[src/rtl/imem_stream_loader_if.sv]
`timescale 1ns/1ps
`default_nettype none
// ============================================================================
// Module   : imem_stream_loader_if
// Purpose  : Groups the byte-stream handshake and the instruction-memory
//            write port of the program loader into one bundle.
// Signals  : s_valid_i / s_data_i / s_ready_o  - byte stream (loader side)
//            imem_we_o / imem_addr_o / imem_wdata_o - memory write port
// Modports : slave  - the loader (consumes the stream, drives the memory)
//            master - the stream source / memory model (testbench side)
// Revision : 1.0 - initial release
// ============================================================================
interface imem_stream_loader_if #(
    parameter int ADDR_W = 5
) ();
    logic              s_valid_i;
    logic [7:0]        s_data_i;
    logic              s_ready_o;
    logic              imem_we_o;
    logic [ADDR_W-1:0] imem_addr_o;
    logic [31:0]       imem_wdata_o;

    modport slave (
        input  s_valid_i,
        input  s_data_i,
        output s_ready_o,
        output imem_we_o,
        output imem_addr_o,
        output imem_wdata_o
    );

    modport master (
        output s_valid_i,
        output s_data_i,
        input  s_ready_o,
        input  imem_we_o,
        input  imem_addr_o,
        input  imem_wdata_o
    );
endinterface
`default_nettype wire

[src/rtl/imem_stream_loader.sv]
`timescale 1ns/1ps
`default_nettype none
// ============================================================================
// Module   : imem_stream_loader
// Purpose  : Boot-time program loader. Assembles big-endian 32-bit words from
//            a byte stream, writes them to instruction memory, zero-fills the
//            remaining memory (a zero word terminates the program) and then
//            releases the CPU from reset.
// Ports    : clk_i          - system clock
//            rst_i          - asynchronous active-high reset
//            start_i        - single-cycle pulse, starts/restarts a load
//            bus (slave)    - byte stream in, instruction-memory write out
//            cpu_rst_n_o    - active-low CPU reset, high only when running
//            done_o         - image complete, CPU released
//            err_o          - load failed (sticky until start_i / rst_i)
//            word_count_o   - program words written, terminator included
// Options  : LOADER_CHECKSUM_EN - when defined, one checksum byte (mod-256
//            sum of all preceding stream bytes) follows the terminator word
//            and must match before the memory is zero-filled.
// Revision : 1.0 - initial release
// ============================================================================
module imem_stream_loader #(
    parameter int ADDR_W = 5
) (
    input  wire logic              clk_i,
    input  wire logic              rst_i,
    input  wire logic              start_i,
    imem_stream_loader_if.slave    bus,
    output logic                   cpu_rst_n_o,
    output logic                   done_o,
    output logic                   err_o,
    output logic [ADDR_W:0]        word_count_o
);

    typedef enum logic [2:0] {
        S_IDLE  = 3'd0,
        S_LOAD  = 3'd1,
        S_WRITE = 3'd2,
        S_CLEAR = 3'd3,
        S_RUN   = 3'd4,
        S_ERROR = 3'd5
    } state_t;

    localparam logic [ADDR_W-1:0] c_last_addr = '1;
    localparam logic [ADDR_W-1:0] c_addr_one  = ADDR_W'(1);
    localparam logic [ADDR_W:0]   c_cnt_one   = (ADDR_W+1)'(1);

    state_t            r_state;
    logic [1:0]        r_byte_cnt;
    logic [23:0]       r_word;       // first three bytes of the word in flight
    logic [ADDR_W:0]   r_word_cnt;
    logic              r_we;
    logic [ADDR_W-1:0] r_addr;
    logic [31:0]       r_wdata;
    logic              r_cpu_rst_n;
    logic              r_done;
    logic              r_err;

    logic [31:0]       w_next_word;
    logic              w_ck_phase;
    logic              w_ck_match;

    assign w_next_word = {r_word, bus.s_data_i};

`ifdef LOADER_CHECKSUM_EN
    logic [7:0]        r_sum;        // running mod-256 sum of accepted bytes
    logic              r_ck_phase;   // LOAD is waiting for the checksum byte
    assign w_ck_phase = r_ck_phase;
    assign w_ck_match = (bus.s_data_i == r_sum);
`else
    assign w_ck_phase = 1'b0;
    assign w_ck_match = 1'b0;
`endif

    // Ready is a pure state decode so it never follows s_valid_i.
    assign bus.s_ready_o    = (r_state == S_LOAD);
    assign bus.imem_we_o    = r_we;
    assign bus.imem_addr_o  = r_addr;
    assign bus.imem_wdata_o = r_wdata;
    assign cpu_rst_n_o      = r_cpu_rst_n;
    assign done_o           = r_done;
    assign err_o            = r_err;
    assign word_count_o     = r_word_cnt;

    always_ff @(posedge clk_i or posedge rst_i) begin
        if (rst_i) begin
            r_state     <= S_IDLE;
            r_byte_cnt  <= '0;
            r_word      <= '0;
            r_word_cnt  <= '0;
            r_we        <= 1'b0;
            r_addr      <= '0;
            r_wdata     <= '0;
            r_cpu_rst_n <= 1'b0;
            r_done      <= 1'b0;
            r_err       <= 1'b0;
`ifdef LOADER_CHECKSUM_EN
            r_sum       <= '0;
            r_ck_phase  <= 1'b0;
`endif
        end else begin
            // Write strobe is a single-cycle pulse unless re-armed below.
            r_we <= 1'b0;

            case (r_state)
                S_IDLE, S_RUN, S_ERROR: begin
                    if (start_i) begin
                        r_state     <= S_LOAD;
                        r_byte_cnt  <= '0;
                        r_word      <= '0;
                        r_word_cnt  <= '0;
                        r_cpu_rst_n <= 1'b0;
                        r_done      <= 1'b0;
                        r_err       <= 1'b0;
`ifdef LOADER_CHECKSUM_EN
                        r_sum       <= '0;
                        r_ck_phase  <= 1'b0;
`endif
                    end
                end

                S_LOAD: begin
                    if (bus.s_valid_i) begin
                        if (w_ck_phase) begin
                            // r_addr still holds the terminator address.
                            if (!w_ck_match) begin
                                r_state <= S_ERROR;
                                r_err   <= 1'b1;
                            end else if (r_addr == c_last_addr) begin
                                r_state     <= S_RUN;
                                r_cpu_rst_n <= 1'b1;
                                r_done      <= 1'b1;
                            end else begin
                                r_state <= S_CLEAR;
                                r_we    <= 1'b1;
                                r_addr  <= r_addr + c_addr_one;
                                r_wdata <= '0;
                            end
                        end else begin
                            r_word     <= w_next_word[23:0];
                            r_byte_cnt <= r_byte_cnt + 2'd1;
`ifdef LOADER_CHECKSUM_EN
                            r_sum      <= r_sum + bus.s_data_i;
`endif
                            if (r_byte_cnt == 2'd3) begin
                                r_state <= S_WRITE;
                                r_we    <= 1'b1;
                                r_addr  <= r_word_cnt[ADDR_W-1:0];
                                r_wdata <= w_next_word;
                            end
                        end
                    end
                end

                S_WRITE: begin
                    r_word_cnt <= r_word_cnt + c_cnt_one;
                    if (r_wdata == 32'd0) begin
`ifdef LOADER_CHECKSUM_EN
                        r_state    <= S_LOAD;
                        r_ck_phase <= 1'b1;
`else
                        if (r_addr == c_last_addr) begin
                            r_state     <= S_RUN;
                            r_cpu_rst_n <= 1'b1;
                            r_done      <= 1'b1;
                        end else begin
                            r_state <= S_CLEAR;
                            r_we    <= 1'b1;
                            r_addr  <= r_addr + c_addr_one;
                            r_wdata <= '0;
                        end
`endif
                    end else if (r_addr == c_last_addr) begin
                        // Memory full with no room left for a terminator.
                        r_state <= S_ERROR;
                        r_err   <= 1'b1;
                    end else begin
                        r_state <= S_LOAD;
                    end
                end

                S_CLEAR: begin
                    if (r_addr == c_last_addr) begin
                        r_state     <= S_RUN;
                        r_cpu_rst_n <= 1'b1;
                        r_done      <= 1'b1;
                    end else begin
                        r_we   <= 1'b1;
                        r_addr <= r_addr + c_addr_one;
                    end
                end

                default: r_state <= S_IDLE;
            endcase
        end
    end

endmodule
`default_nettype wire

[src/flat_wrapper.sv]
// flat-port wrapper written by rule: the top's interface ports become plain ports
module imem_stream_loader_flat 
#(
    parameter int ADDR_W = 5
)
  (clk_i, rst_i, start_i, cpu_rst_n_o, done_o, err_o, word_count_o, bus_s_valid_i, bus_s_data_i, bus_s_ready_o, bus_imem_we_o, bus_imem_addr_o, bus_imem_wdata_o);
  imem_stream_loader_if #(.ADDR_W(ADDR_W)) bus_i ();
  input  wire logic clk_i;
  input  wire logic rst_i;
  input  wire logic start_i;
  output logic cpu_rst_n_o;
  output logic done_o;
  output logic err_o;
  output logic [ADDR_W:0] word_count_o;
  input wire logic [$bits(bus_i.s_valid_i)-1:0] bus_s_valid_i;
  input wire logic [$bits(bus_i.s_data_i)-1:0] bus_s_data_i;
  output wire logic [$bits(bus_i.s_ready_o)-1:0] bus_s_ready_o;
  output wire logic [$bits(bus_i.imem_we_o)-1:0] bus_imem_we_o;
  output wire logic [$bits(bus_i.imem_addr_o)-1:0] bus_imem_addr_o;
  output wire logic [$bits(bus_i.imem_wdata_o)-1:0] bus_imem_wdata_o;
  assign bus_i.s_valid_i = bus_s_valid_i;
  assign bus_i.s_data_i = bus_s_data_i;
  assign bus_s_ready_o = bus_i.s_ready_o;
  assign bus_imem_we_o = bus_i.imem_we_o;
  assign bus_imem_addr_o = bus_i.imem_addr_o;
  assign bus_imem_wdata_o = bus_i.imem_wdata_o;
  imem_stream_loader #(.ADDR_W(ADDR_W)) u_core (.clk_i(clk_i), .rst_i(rst_i), .start_i(start_i), .bus(bus_i), .cpu_rst_n_o(cpu_rst_n_o), .done_o(done_o), .err_o(err_o), .word_count_o(word_count_o));
endmodule
[config.mk]
export PLATFORM = sky130hd
export DESIGN_NAME = imem_stream_loader_flat
export DESIGN_NICKNAME = d
export VERILOG_FILES = /design/src/rtl/imem_stream_loader_if.sv /design/src/rtl/imem_stream_loader.sv /design/src/flat_wrapper.sv
export SDC_FILE = /design/constraint.sdc
export NUM_CORES = 1
export LEC_CHECK = 0
export CAP_MARGIN = 20
export CORE_ASPECT_RATIO = 0.8
export CORE_MARGIN = 3
export CORE_UTILIZATION = 45
export DETAILED_ROUTE_END_ITERATION = 16
export GPL_ROUTABILITY_DRIVEN = 0
export PLACE_DENSITY = 0.7
export SYNTH_ARGS = -nofsm -noshare
export SYNTH_HDL_FRONTEND = slang
export SYNTH_SLANG_ARGS = --single-unit
[constraint.sdc]
create_clock -name clk_i -period 4.8 [get_ports clk_i]
set_input_delay 0.96 -clock clk_i [delete_from_list [all_inputs] [get_ports clk_i]]
set_output_delay 0.96 -clock clk_i [all_outputs]
set_load 0.1 [all_outputs]
# Word level (Yosys, flattened, before mapping)
# Index checks and enable logic that the tools add are counted.
dict set report word_totals {
  ram_bits 0
  latch_bits 0
  mem_count 0
  word_cells 84
  romBits 0
  regBits 76
}
dict set report classes {
  n_eq_ne 15
  shift 0
  n_reduce_logical 15
  mux 41
  mul 0
  addsub 3
  n_lt_le_gt_ge 0
  div 0
  bitwise_logic 0
}
# op n
set ops {}
lappend ops {{32-bit two-way mux} 4}
lappend ops {{32-bit one-hot mux with 2 select lines} 1}
lappend ops {{24-bit two-way mux} 2}
lappend ops {{24-bit one-hot mux with 2 select lines} 1}
lappend ops {{32-bit zero test} 1}
lappend ops {{3-bit two-way mux} 7}
lappend ops {{5-bit two-way mux} 4}
lappend ops {{5-bit one-hot mux with 3 select lines} 1}
lappend ops {{3-bit one-hot mux with 4 select lines} 1}
lappend ops {{6-bit one-hot mux with 2 select lines} 1}
lappend ops {{4-bit AND reduction} 3}
lappend ops {{1-bit two-way mux} 11}
lappend ops {{1-bit one-hot mux with 3 select lines} 3}
lappend ops {{2-bit by 1-bit inequality test with 1-bit output (second input constant)} 4}
lappend ops {{2-bit inequality test (second input constant)} 4}
lappend ops {{6-bit by 1-bit adder with 6-bit output (second input constant)} 1}
lappend ops {{3-bit by 2-bit equality test with 1-bit output (second input constant)} 2}
lappend ops {{3-bit equality test (second input constant)} 2}
lappend ops {{6-bit two-way mux} 1}
lappend ops {{3-bit AND reduction} 2}
lappend ops {{2-bit nonzero test} 3}
lappend ops {{3-bit nonzero test} 2}
lappend ops {{5-bit by 1-bit adder with 5-bit output (second input constant)} 1}
lappend ops {{5-bit equality test (second input constant)} 1}
lappend ops {{other kinds (10)} 11}

# Longest topological paths before layout
# Gate-level depths: netlist (run 1).
dict set report depth {
  ltp_word 4
  ltp_mapped 9
  mapped_depth_nobuf 8
}

# Least setup slack after synthesis (run 1)
# Ideal clock, no wire load.
dict set report synth_path {
  path_kind {reg2out}
  start {reg u_core.r_state[2]}
  end {out bus_s_ready_o}
  stages_incl_launch_ff 3
  path_slack_ps 1965
  n_path_buf 0
  t_arrival_ps 1875
  required_ps 3840
  path_cell_list {dfrtp_1 > nand2b_1 > nor2_1}
}
dict set report synth_via {
  elab_chain_len 1
}
# item line_no
set synth_lines {}
lappend synth_lines {{start: declaration} imem_stream_loader.sv:48} ;# state_t r_state;
lappend synth_lines {{start signal: assignment} imem_stream_loader.sv:87} ;# r_state <= S_IDLE;
lappend synth_lines {{start signal: assignment} imem_stream_loader.sv:108} ;# r_state <= S_LOAD;
lappend synth_lines {{start signal: assignment} imem_stream_loader.sv:127} ;# r_state <= S_ERROR;
lappend synth_lines {{3-bit by 1-bit equality test with 1-bit output} imem_stream_loader.sv:76} ;# assign bus.s_ready_o = (r_state == S_LOAD);
lappend synth_lines {{end: declaration} flat_wrapper.sv:17} ;# output wire logic [$bits(bus_i.s_ready_o)-1:0] bus_s_ready_o;
# Every way passes these cells.

# Final worst setup path (run 1)
# Ends and elaborated chain as after synthesis.

==> results of run 1 <==
==> cells by family (layout without fill, tap and decap cells) <==
group / after synthesis / in the layout
AND/OR/NAND/NOR: 119 / 119
flip-flops: 76 / 76
AO/OA/AOI/OAI: 74 / 74
buffers and inverters: 22 / 84
adder cells (fa/ha/maj): 4 / 4
multiplexers: 1 / 1
==> cell usage after synthesis <==
cell | instances | area, um2
dfrtp_1 | 76 | 1900
nand2_1 | 63 | 236
a22o_1 | 33 | 289
o21ai_0 | 23 | 115
nand3_1 | 18 | 90.1
buf_2 | 8 | 40.0
nor2_1 | 6 | 22.5
a21oi_2 | 4 | 35.0
buf_6 | 4 | 45.0
clkbuf_1 | 4 | 15.0
ha_1 | 4 | 50.1
inv_1 | 4 | 15.0
nor2_2 | 4 | 25.0
nor4_1 | 4 | 25.0
nor4_2 | 4 | 50.1
and3_1 | 3 | 18.8
nand2b_1 | 3 | 18.8
nand4_1 | 3 | 18.8
a21oi_1 | 2 | 10.0
a31oi_2 | 2 | 25.0
and2b_1 | 2 | 15.0
o22ai_1 | 2 | 12.5
a31oi_4 | 1 | 21.3
a32o_1 | 1 | 10.0
and2_1 | 1 | 6.26
and3b_1 | 1 | 8.76
buf_1 | 1 | 3.75
buf_4 | 1 | 7.51
mux2i_1 | 1 | 10.0
nand2b_2 | 1 | 8.76
nand3b_1 | 1 | 7.51
nand4_2 | 1 | 12.5
nor2b_1 | 1 | 6.26
nor3_1 | 1 | 5.00
nor3b_1 | 1 | 7.51
o211ai_1 | 1 | 7.51
o21ai_1 | 1 | 5.00
o311a_1 | 1 | 10.0
o31ai_1 | 1 | 7.51
o41ai_1 | 1 | 8.76
o41ai_4 | 1 | 27.5
or2b_1 | 1 | 7.51
==> registers in the layout, indices dropped and copies added, names as in the netlist <==
signal / cells
u_core.r_state: 3
u_core.cpu_rst_n_o: 1
u_core.err_o: 1
u_core.bus.imem_wdata_o: 32
u_core.bus.imem_we_o: 1
u_core.bus.imem_addr_o: 5
u_core.word_count_o: 6
u_core.r_word: 24
u_core.done_o: 1
u_core.r_byte_cnt: 2
==> critical path: cells and delay by family, from the launching register on <==
family	cells	cell delay [ns]
buffers and inverters	1	1.19
DFF	1	0.43
and+or+nand+nor	2	0.39
==> per-layer routing <==
metal | track usage | share of wire | vias up
met1 | 0.302 | 0.50 | 1204
met3 | 0.0554 | 0.062 | 7
met4 | 0.0558 | 0.011 | 0
met2 | 0.261 | 0.43 | 65
met5 | 0 | 0 | -
li1 | - | - | 1174
==> per-stage QoR <==
stage	hold slack [ns]	setup WS, ns	area (um2)	utilization	std cells
floorplan	0.461	1.90	3260	-	296
global placement	0.477	1.86	3880	0.558	428
detailed placement	0.471	1.84	3910	0.562	429
CTS	0.490	1.43	4090	0.588	445
global route	0.524	1.36	4090	0.588	445
finish	0.492	1.47	4090	0.588	445
==> worst min-delay path by stage <==
stage	slack [ns]	depth (start not counted)	to
2_1_floorplan	0.46	2	u_core.r_word[20]$_DFFE_PP0P_
5_1_grt	0.52	1	u_core.word_count_o[5]$_DFFE_PP0P_
3_3_place_gp	0.48	2	u_core.err_o$_DFFE_PP0P_
4_1_cts	0.49	2	u_core.err_o$_DFFE_PP0P_
6_report	0.49	2	u_core.err_o$_DFFE_PP0P_
3_5_place_dp	0.47	2	u_core.err_o$_DFFE_PP0P_
==> final cells by class <==
| cell class | instances | area share |
|---|---|---|
| sequential | 76 | 0.465 |
| tap | 87 | 0.0266 |
| inverter | 4 | 0.00367 |
| clock buffer | 9 | 0.0303 |
| clock inverter | 7 | 0.0147 |
| multi-input combinational | 198 | 0.302 |
| timing repair buffer | 64 | 0.158 |
==> summary.md, run 1 <==
| Metric | Value |
|---|---|
| Status | `finished, final reports clean` |
| DRC viols | `0` |
| Max Freq | `0.300 GHz` |
| Worst setup EP type | `output pin` |
| CP endpoint | `bus_s_ready_o` |
| I/O pin total | `60` |
| Post-Syn Instances | `between 200 and 300` |
| Final WL | `approximately 7.3 mm` |
| Area used by multi-input combinational logic | `1230 um2` |
| Die height | `82.2 um` |
| Synth Cell Area | `3260 um2` |
| HPWL after detailed placement | `between 5 and 6 mm` |
| Initial cell density of the core | `0.469` |
| Worst-path clk slew | `roughly 0.08 ns` |
| Setup Buffers After CTS | `0` |
| Die X | `about 100 um` |
| Setup CP Type | `register to output pin` |
| Root buf cell | `clkbuf_8` |
| Fin crit share | `0.694` |
| Worst-Margin Slew | `about 1.0 ns` |
| N_diodes | `0` |
| Starting DRT DRC Count | `between 100 and 150` |
| Fin crit period | `3.33 ns` |
| Final hold viol count | `0` |
| Clock latency on the worst-skew pair | `0.36 ns` |
| Critical Path RT | `3.84 ns` |
| Crit path cell chain | `nand2b_1 -> nor2_1 -> clkdlybuf4s50_1` |
| Die Area | `8320 um2` |
| Ys Warns | `0` |
| R2r worst-path depth | `5` |
| Synth-to-Final Area Change | `25.4%` |
| Crit path from | `u_core.r_state[2]$_DFFE_PP0P_` |
| Critical-path maximum fanout | `7` |
| Worst path slowest cell | `clkdlybuf4s50_1` |
| Total GRT Usage | `0.194` |
| Via count | `between 2000 and 2500` |
| RSZ-0062 raised after global routing | `false` |
| Netlist cell types | `between 40 and 50` |
| Most common cell after layout, fill and taps aside | `dfrtp_1` |
| Post-cts sizing count | `0` |
| Largest family of logic cells by synthesized area | `simple AND/OR/NAND/NOR gates` |
| # fillers | `between 500 and 600` |
| Critical Path Start Type | `register` |
| Post-detailed-route count of antenna-violating nets | `0` |
| Hold Crit Class | `register to register` |
| Setup TNS | `0 ns` |
| Max-cap violations | `0` |
| Placement Rows | `27` |
| Core area | `slightly below 7000 um2` |
| Worst endpoint data arrival time | `between 2 and 2.5 ns` |
| Routed len/inst | `around 17 um` |
| Hold path start | `u_core.err_o$_DFFE_PP0P_` |
| I/O Buffers | `between 50 and 60` |
| Synth Area in Compound Gates | `0.179` |
| Largest net degree at the start of global routing | `37` |
| Seq cells post-synth | `between 70 and 80` |
| Final Net Count | `around 370` |
| Num CTS Buffers | `9` |
| Clk_skew | `approximately 0.014 ns` |
| CTS tree | `yes` |
| Simple-gate area share of the yosys netlist | `0.181` |
| Syn nets | `roughly 310` |
| H-tree lvl count | `3` |
| Post-synthesis mux area share | `0.00307` |
| Vias in the first global route | `roughly 2300` |
| DRT Pass-1 Iters | `5` |
| Final setup vio count | `0` |
| First-pass GRT wire length | `around 12 mm` |
| Clk buf depth | `2` |
| Critical R2R Launch | `u_core.bus.imem_wdata_o[29]$_DFFE_PP0P_` |
| Post-synthesis xor/xnor area fraction | `0` |
| Worst rel slew slack | `0.334` |
| Worst reg2reg endpoint | `u_core.bus.imem_addr_o[0]$_DFFE_PP0P_` |
| Vias per cell | `approximately 5.5` |
| Syn Area/Cell | `11.0 um2` |
| Post-synthesis adder-cell area fraction | `0.0153` |
| Commonest non-fill, non-tap cells in the layout | `dfrtp_1, nand2_1, clkdlybuf4s50_1, a22o_1, o21ai_0` |
| CTS sink cnt | `76` |
| CTS Hold Buffers Added | `0` |
| Seq. cell area | `1900 um2` |
| Share of layout cells above drive strength 1 | `0.112` |
| Reg2Reg Setup Slack | `about 2.3 ns` |
| Slowest stage delay, CP | `1.19 ns` |
| Initial antenna violation count | `0` |
| Register area share after synthesis | `0.583` |
| Final Slew Violations | `0` |
| Grt ovf | `0` |
Power of run 1 is not shown: default switching activity piles up to over one toggle a cycle in this logic, so the estimate is an artifact.
==> inputs of run 2 (changes only) <==
--- a/config.mk
+++ b/config.mk
@@ -11,7 +11,7 @@
 export CORE_UTILIZATION = 45
 export DETAILED_ROUTE_END_ITERATION = 16
 export GPL_ROUTABILITY_DRIVEN = 0
-export PLACE_DENSITY = 0.7
+export PLACE_DENSITY = 0.73
 export SYNTH_ARGS = -nofsm -noshare
 export SYNTH_HDL_FRONTEND = slang
 export SYNTH_SLANG_ARGS = --single-unit
==> constraint.sdc (replaced) <==
create_clock -name clk_i -period 2.93 [get_ports clk_i]
set_input_delay 0.586 -clock clk_i [delete_from_list [all_inputs] [get_ports clk_i]]
set_output_delay 0.586 -clock clk_i [all_outputs]
set_load 0.1 [all_outputs]
==> summary.md, run 2 (synthesis gave the netlist of run 1 again) <==
| Metric | Value |
|---|---|
| Status | `finished, final reports clean (unchanged)` |
| Clk_skew | `0.0106 ns (was 0.0141 ns)` |
| Worst-Margin Slew | `0.972 ns (was 0.996 ns)` |
| CTS tree | `yes (unchanged)` |
| Area used by multi-input combinational logic | `1230 um2 (unchanged)` |
| Largest net degree at the start of global routing | `41 (was 37)` |
| Max Freq | `roughly 0.42 GHz` |
| Synth-to-Final Area Change | `22.0% (was 25.4%)` |
| Vias per cell | `5.60 (was 5.51)` |
| RSZ-0062 raised after global routing | `false (unchanged)` |
| DRT Pass-1 Iters | `4 (was 5)` |
| # fillers | `607 (was 585)` |
| Most common cell after layout, fill and taps aside | `dfrtp_1 (unchanged)` |
| Initial antenna violation count | `0 (unchanged)` |
| Vias in the first global route | `2319 (was 2316)` |
| Placement Rows | `27 (unchanged)` |
| HPWL after detailed placement | `5.02 mm (about the same)` |
| Final Net Count | `369 (unchanged)` |
| Starting DRT DRC Count | `159 (was 128)` |
| Core area | `6960 um2 (unchanged)` |
| Post-cts sizing count | `0 (unchanged)` |
| Die X | `101 um (unchanged)` |
| Routed len/inst | `16.8 um (was 16.5 um)` |
| I/O pin total | `60 (unchanged)` |
| Die Area | `8320 um2 (unchanged)` |
| Setup TNS | `0 ns (unchanged)` |
| Commonest non-fill, non-tap cells in the layout | `dfrtp_1, nand2_1, buf_4, a22o_1, o21ai_0 (was dfrtp_1, nand2_1, clkdlybuf4s50_1, a22o_1, o21ai_0)` |
| Critical Path Start Type | `register (unchanged)` |
| Setup Buffers After CTS | `0 (unchanged)` |
| Num CTS Buffers | `9 (unchanged)` |
| Final setup vio count | `0 (unchanged)` |
| Setup CP Type | `register to register (was register to output pin)` |
| Worst Hold Slack | `0.504 ns (was 0.492 ns)` |
| Initial cell density of the core | `0.469 (unchanged)` |
| Worst endpoint data arrival time | `2.68 ns (was 2.37 ns)` |
| Share of layout cells above drive strength 1 | `0.246 (was 0.112)` |
| Slowest stage delay, CP | `0.79 ns (was 1.19 ns)` |
| Die height | `82.2 um (unchanged)` |
| Worst setup EP type | `register (was output pin)` |
| Worst-path clk slew | `0.09 ns (was 0.08 ns)` |
| Fin crit period | `around 2.4 ns` |
| Final hold viol count | `0 (unchanged)` |
| Hold Crit Class | `register to register (unchanged)` |
| Final WL | `7.45 mm (was 7.34 mm)` |
| Crit path cell chain | `ha_1 -> and3_1 -> ha_1 -> inv_1 -> a31oi_4 -> a22o_1 (was nand2b_1 -> nor2_1 -> clkdlybuf4s50_1)` |
| Via count | `2491 (was 2450)` |
| CTS Hold Buffers Added | `0 (unchanged)` |
| Critical-path maximum fanout | `32 (was 7)` |
| CTS sink cnt | `76 (unchanged)` |
| Post-detailed-route count of antenna-violating nets | `0 (unchanged)` |
| Worst rel slew slack | `0.352 (was 0.334)` |
| Fin crit share | `0.818` |
| First-pass GRT wire length | `12.2 mm (was 12.3 mm)` |
| Total GRT Usage | `0.192 (was 0.194)` |
| Seq. cell area | `1900 um2 (unchanged)` |
| Worst path slowest cell | `a31oi_4 (was clkdlybuf4s50_1)` |
| N_diodes | `0 (unchanged)` |
| End-of-flow core utilization | `0.572 (was 0.588)` |
| Final Slew Violations | `0 (unchanged)` |
| Root buf cell | `clkbuf_8 (unchanged)` |
| H-tree lvl count | `3 (unchanged)` |
| DRC viols | `0 (unchanged)` |
| Grt ovf | `0 (unchanged)` |
| Critical Path RT | `3.21 ns (was 3.84 ns)` |
| Max FFs per register | `32 (unchanged)` |
| Clk buf depth | `2 (unchanged)` |
| Max-cap violations | `0 (unchanged)` |
| I/O Buffers | `59 (unchanged)` |
| Clock latency on the worst-skew pair | `0.35 ns (was 0.36 ns)` |
| Most frequent cell on the critical path | `ha_1` |
[run 2: per-stage QoR]
step	worst slack [ns]	instance area (um2)	std cells
2_1_floorplan	0.106	3260	296
3_3_place_gp	0.575	3780	429
3_5_place_dp	0.540	3780	429
4_1_cts	0.528	3980	445
5_1_grt	0.364	3980	445
6_report	0.533	3980	445
[run 2: cell type report]
class                      count  area share
inverter                       4     0.00377
multi-input combinational    198       0.310
sequential                    76       0.478
clock buffer                   9      0.0311
clock inverter                 7      0.0192
tap                           87      0.0273
timing repair buffer          64       0.131
[run 2: worst paths after layout]
path                       cells past startpoint  slack [ns]                             startpoint                                 endpoint
setup / recovery                               6        0.53  u_core.bus.imem_addr_o[1]$_DFFE_PP0P_   u_core.bus.imem_wdata_o[8]$_DFFE_PP0P_
hold / removal                                 1        0.50          u_core.r_word[22]$_DFFE_PP0P_  u_core.bus.imem_wdata_o[30]$_DFFE_PP0P_
setup reg to reg                               6        0.53  u_core.bus.imem_addr_o[1]$_DFFE_PP0P_   u_core.bus.imem_wdata_o[8]$_DFFE_PP0P_
hold reg to reg                                1        0.50          u_core.r_word[22]$_DFFE_PP0P_  u_core.bus.imem_wdata_o[30]$_DFFE_PP0P_
max in group asynchronous                      3        1.72                                  rst_i       u_core.word_count_o[4]$_DFFE_PP0P_
min in group asynchronous                      2        0.60                                  rst_i  u_core.bus.imem_wdata_o[18]$_DFFE_PP0P_
[run 2: routing by layer]
| layer | routed length (um) | vias to the layer above | track usage | share of wire |
|---|---|---|---|---|
| li1 | - | 1181 | - | - |
| met1 | 3710 | 1224 | 0.284 | 0.50 |
| met2 | 3250 | 82 | 0.277 | 0.44 |
| met3 | 447 | 4 | 0.0571 | 0.060 |
| met4 | 49 | 0 | 0.0465 | 0.0066 |
| met5 | 0 | - | 0 | 0 |
[run 2: critical path, delay by kind of cell, from the launching register on]
family                     cells  cell delay [ns]
buffers and inverters          1             0.17
AOI/OAI and AO/OA              2             1.04
adders and majority gates      2             0.54
DFF                            1             0.42
and+or+nand+nor                1             0.16
Power of run 2 is left out for the same reason.
==> inputs of run 3 (changes only) <==
==> constraint.sdc (replaced) <==
create_clock -name clk_i -period 2 [get_ports clk_i]
set_input_delay 0.4 -clock clk_i [delete_from_list [all_inputs] [get_ports clk_i]]
set_output_delay 0.4 -clock clk_i [all_outputs]
set_load 0.1 [all_outputs]
==> summary.md, run 3 (synthesis gave the netlist of run 1 again) <==
| Metric | Value |
|---|---|
| Fin crit share | `0.999 (was 0.818)` |
| Share of layout cells above drive strength 1 | `0.399 (was 0.246)` |
| Slowest stage delay, CP | `0.50 ns (was 0.79 ns)` |
| Worst endpoint data arrival time | `2.23 ns (was 2.68 ns)` |
| Clock latency on the worst-skew pair | `0.35 ns (about the same)` |
| Clk buf depth | `2 (unchanged)` |
| RSZ-0062 raised after global routing | `true (was false)` |
| Design Area, Final | `4480 um2 (was 3980 um2)` |
| Critical Path RT | `2.23 ns (was 3.21 ns)` |
| Final Slew Violations | `0 (unchanged)` |
| Fin crit period | `2.00 ns (was 2.40 ns)` |
| # fillers | `541 (was 607)` |
| Via count | `2641 (was 2491)` |
| Root buf cell | `clkbuf_8 (unchanged)` |
| Initial cell density of the core | `0.469 (unchanged)` |
| Initial antenna violation count | `0 (unchanged)` |
| Final Net Count | `389 (was 369)` |
| Worst-path clk slew | `0.08 ns (was 0.09 ns)` |
| Vias in the first global route | `2440 (was 2319)` |
| Hold Crit Class | `input port to asynchronous set/reset pin (was register to register)` |
| Cell family with most CP delay | `simple AND/OR/NAND/NOR gates (was compound AO/OA/AOI/OAI gates)` |
| Worst rel slew slack | `0.638 (was 0.352)` |
| CTS Hold Buffers Added | `0 (unchanged)` |
| Clk_skew | `0.00932 ns (was 0.0106 ns)` |
| CTS sink cnt | `76 (unchanged)` |
| Core area | `6960 um2 (unchanged)` |
| Most common cell after layout, fill and taps aside | `nand2_1 (was dfrtp_1)` |
| I/O Buffers | `59 (unchanged)` |
| Vias per cell | `5.68 (was 5.60)` |
| I/O pin total | `60 (unchanged)` |
| Grt ovf | `0 (unchanged)` |
| Total GRT Usage | `0.205 (was 0.192)` |
| Max FFs per register | `32 (unchanged)` |
| Worst-Margin Slew | `0.542 ns (was 0.972 ns)` |
| Die X | `101 um (unchanged)` |
| Placed cell areas | `4110 um2 (was 3780 um2)` |
| Crit path cell chain | `nor4_4 -> nand4_1 -> buf_6 -> buf_4 -> nor2_4 -> a31oi_4 -> buf_12 -> a22o_1 (was ha_1 -> and3_1 -> ha_1 -> inv_1 -> a31oi_4 -> a22o_1)` |
| HPWL after detailed placement | `5.50 mm (was 5.02 mm)` |
| Routed len/inst | `18.4 um (was 16.8 um)` |
| Critical-path maximum fanout | `16 (was 32)` |
| Max-cap violations | `0 (unchanged)` |
| Post-detailed-route count of antenna-violating nets | `0 (unchanged)` |
| Worst path bufs/invs | `3 (was 1)` |
| DRT Pass-1 Iters | `4 (unchanged)` |
| Final setup vio count | `0 (unchanged)` |
| First-pass GRT wire length | `12.9 mm (was 12.2 mm)` |
| Worst setup EP type | `register (unchanged)` |
| Synth-to-Final Area Change | `37.2% (was 22.0%)` |
| Placement Rows | `27 (unchanged)` |
| Final hold viol count | `0 (unchanged)` |
| Max Freq | `0.501 GHz (was 0.417 GHz)` |
| Starting DRT DRC Count | `145 (was 159)` |
| Die Area | `8320 um2 (unchanged)` |
| Die height | `82.2 um (unchanged)` |
| DRC viols | `0 (unchanged)` |
| Worst path slowest cell | `dfrtp_4 (was a31oi_4)` |
| Largest net degree at the start of global routing | `39 (was 41)` |
| CTS tree | `yes (unchanged)` |
| H-tree lvl count | `3 (unchanged)` |
| Setup CP Type | `register to register (unchanged)` |
| Commonest non-fill, non-tap cells in the layout | `nand2_1, buf_4, dfrtp_1, a22o_1, dfrtp_2 (was dfrtp_1, nand2_1, buf_4, a22o_1, o21ai_0)` |
| N_diodes | `0 (unchanged)` |
| Final WL | `8.56 mm (was 7.45 mm)` |
| Status | `finished, final reports clean (unchanged)` |
| Critical Path Start Type | `register (unchanged)` |
| Num CTS Buffers | `9 (unchanged)` |
run 3: cell count changes in the layout (fill, tap and decap cells not counted), sizes merged:
| cell | previous run | this run |
|---|---|---|
| clkinvlp | 2 | 1 |
| bufinv | 1 | 2 |
| buf | 53 | 72 |
| clkbuf | 9 | 12 |
| inv | 5 | 3 |
run 3: layer usage:
layer / part of all wire / wire length (um) / track usage
met2: 0.46 / 3950 / 0.299
met5: 0 / 0 / 0
met4: 0.013 / 109 / 0.0544
met1: 0.47 / 4060 / 0.300
met3: 0.051 / 433 / 0.0579
run 3: cell type report:
| class | count | area, um2 | area share |
|---|---|---|---|
| Clock buffer | 11 | 141 | 0.0316 |
| Clock inverter | 5 | 75.1 | 0.0168 |
| Inverter | 4 | 18.8 | 0.00419 |
| Multi-Input combinational cell | 198 | 1330 | 0.298 |
| Sequential cell | 76 | 1960 | 0.438 |
| Tap cell | 87 | 109 | 0.0243 |
| Timing Repair Buffer | 84 | 837 | 0.187 |
run 3: per-stage QoR:
step	instances	utilization	hold slack (ns)	setup WS (ns)	TNS [ns]
floorplan	296	-	0.461	-0.0472	-0.173
global placement	442	0.590	0.479	-0.0171	-0.0171
detailed placement	442	0.590	0.483	-0.0696	-0.235
CTS	459	0.624	0.440	0.00590	0
global route	465	0.643	0.492	-0.0618	-1.49
finish	465	0.643	0.443	0.00239	0
run 3: worst paths after layout:
| kind | cells after the start | end | from | slack, ns |
|---|---|---|---|---|
| min in group clk_i | 1 | u_core.bus.imem_wdata_o[24]$_DFFE_PP0P_ | u_core.r_word[16]$_DFFE_PP0P_ | 0.50 |
| setup reg to reg | 8 | u_core.bus.imem_wdata_o[30]$_DFFE_PP0P_ | u_core.bus.imem_wdata_o[30]$_DFFE_PP0P_ | 0.002 |
| setup / recovery | 8 | u_core.bus.imem_wdata_o[30]$_DFFE_PP0P_ | u_core.bus.imem_wdata_o[30]$_DFFE_PP0P_ | 0.002 |
| hold reg to reg | 1 | u_core.bus.imem_wdata_o[24]$_DFFE_PP0P_ | u_core.r_word[16]$_DFFE_PP0P_ | 0.50 |
| max in group asynchronous | 3 | u_core.bus.imem_wdata_o[29]$_DFFE_PP0P_ | rst_i | 1.03 |
| hold / removal | 2 | u_core.r_word[23]$_DFFE_PP0P_ | rst_i | 0.44 |
run 3: repair_timing:
item,in CTS,in global routing
cloned,0,2
endpoints found under the setup margin,5,37
pin swaps,1,7
setup buffers,1,4
gates resized for setup,2,10
Power of run 3 is left out for the same reason.
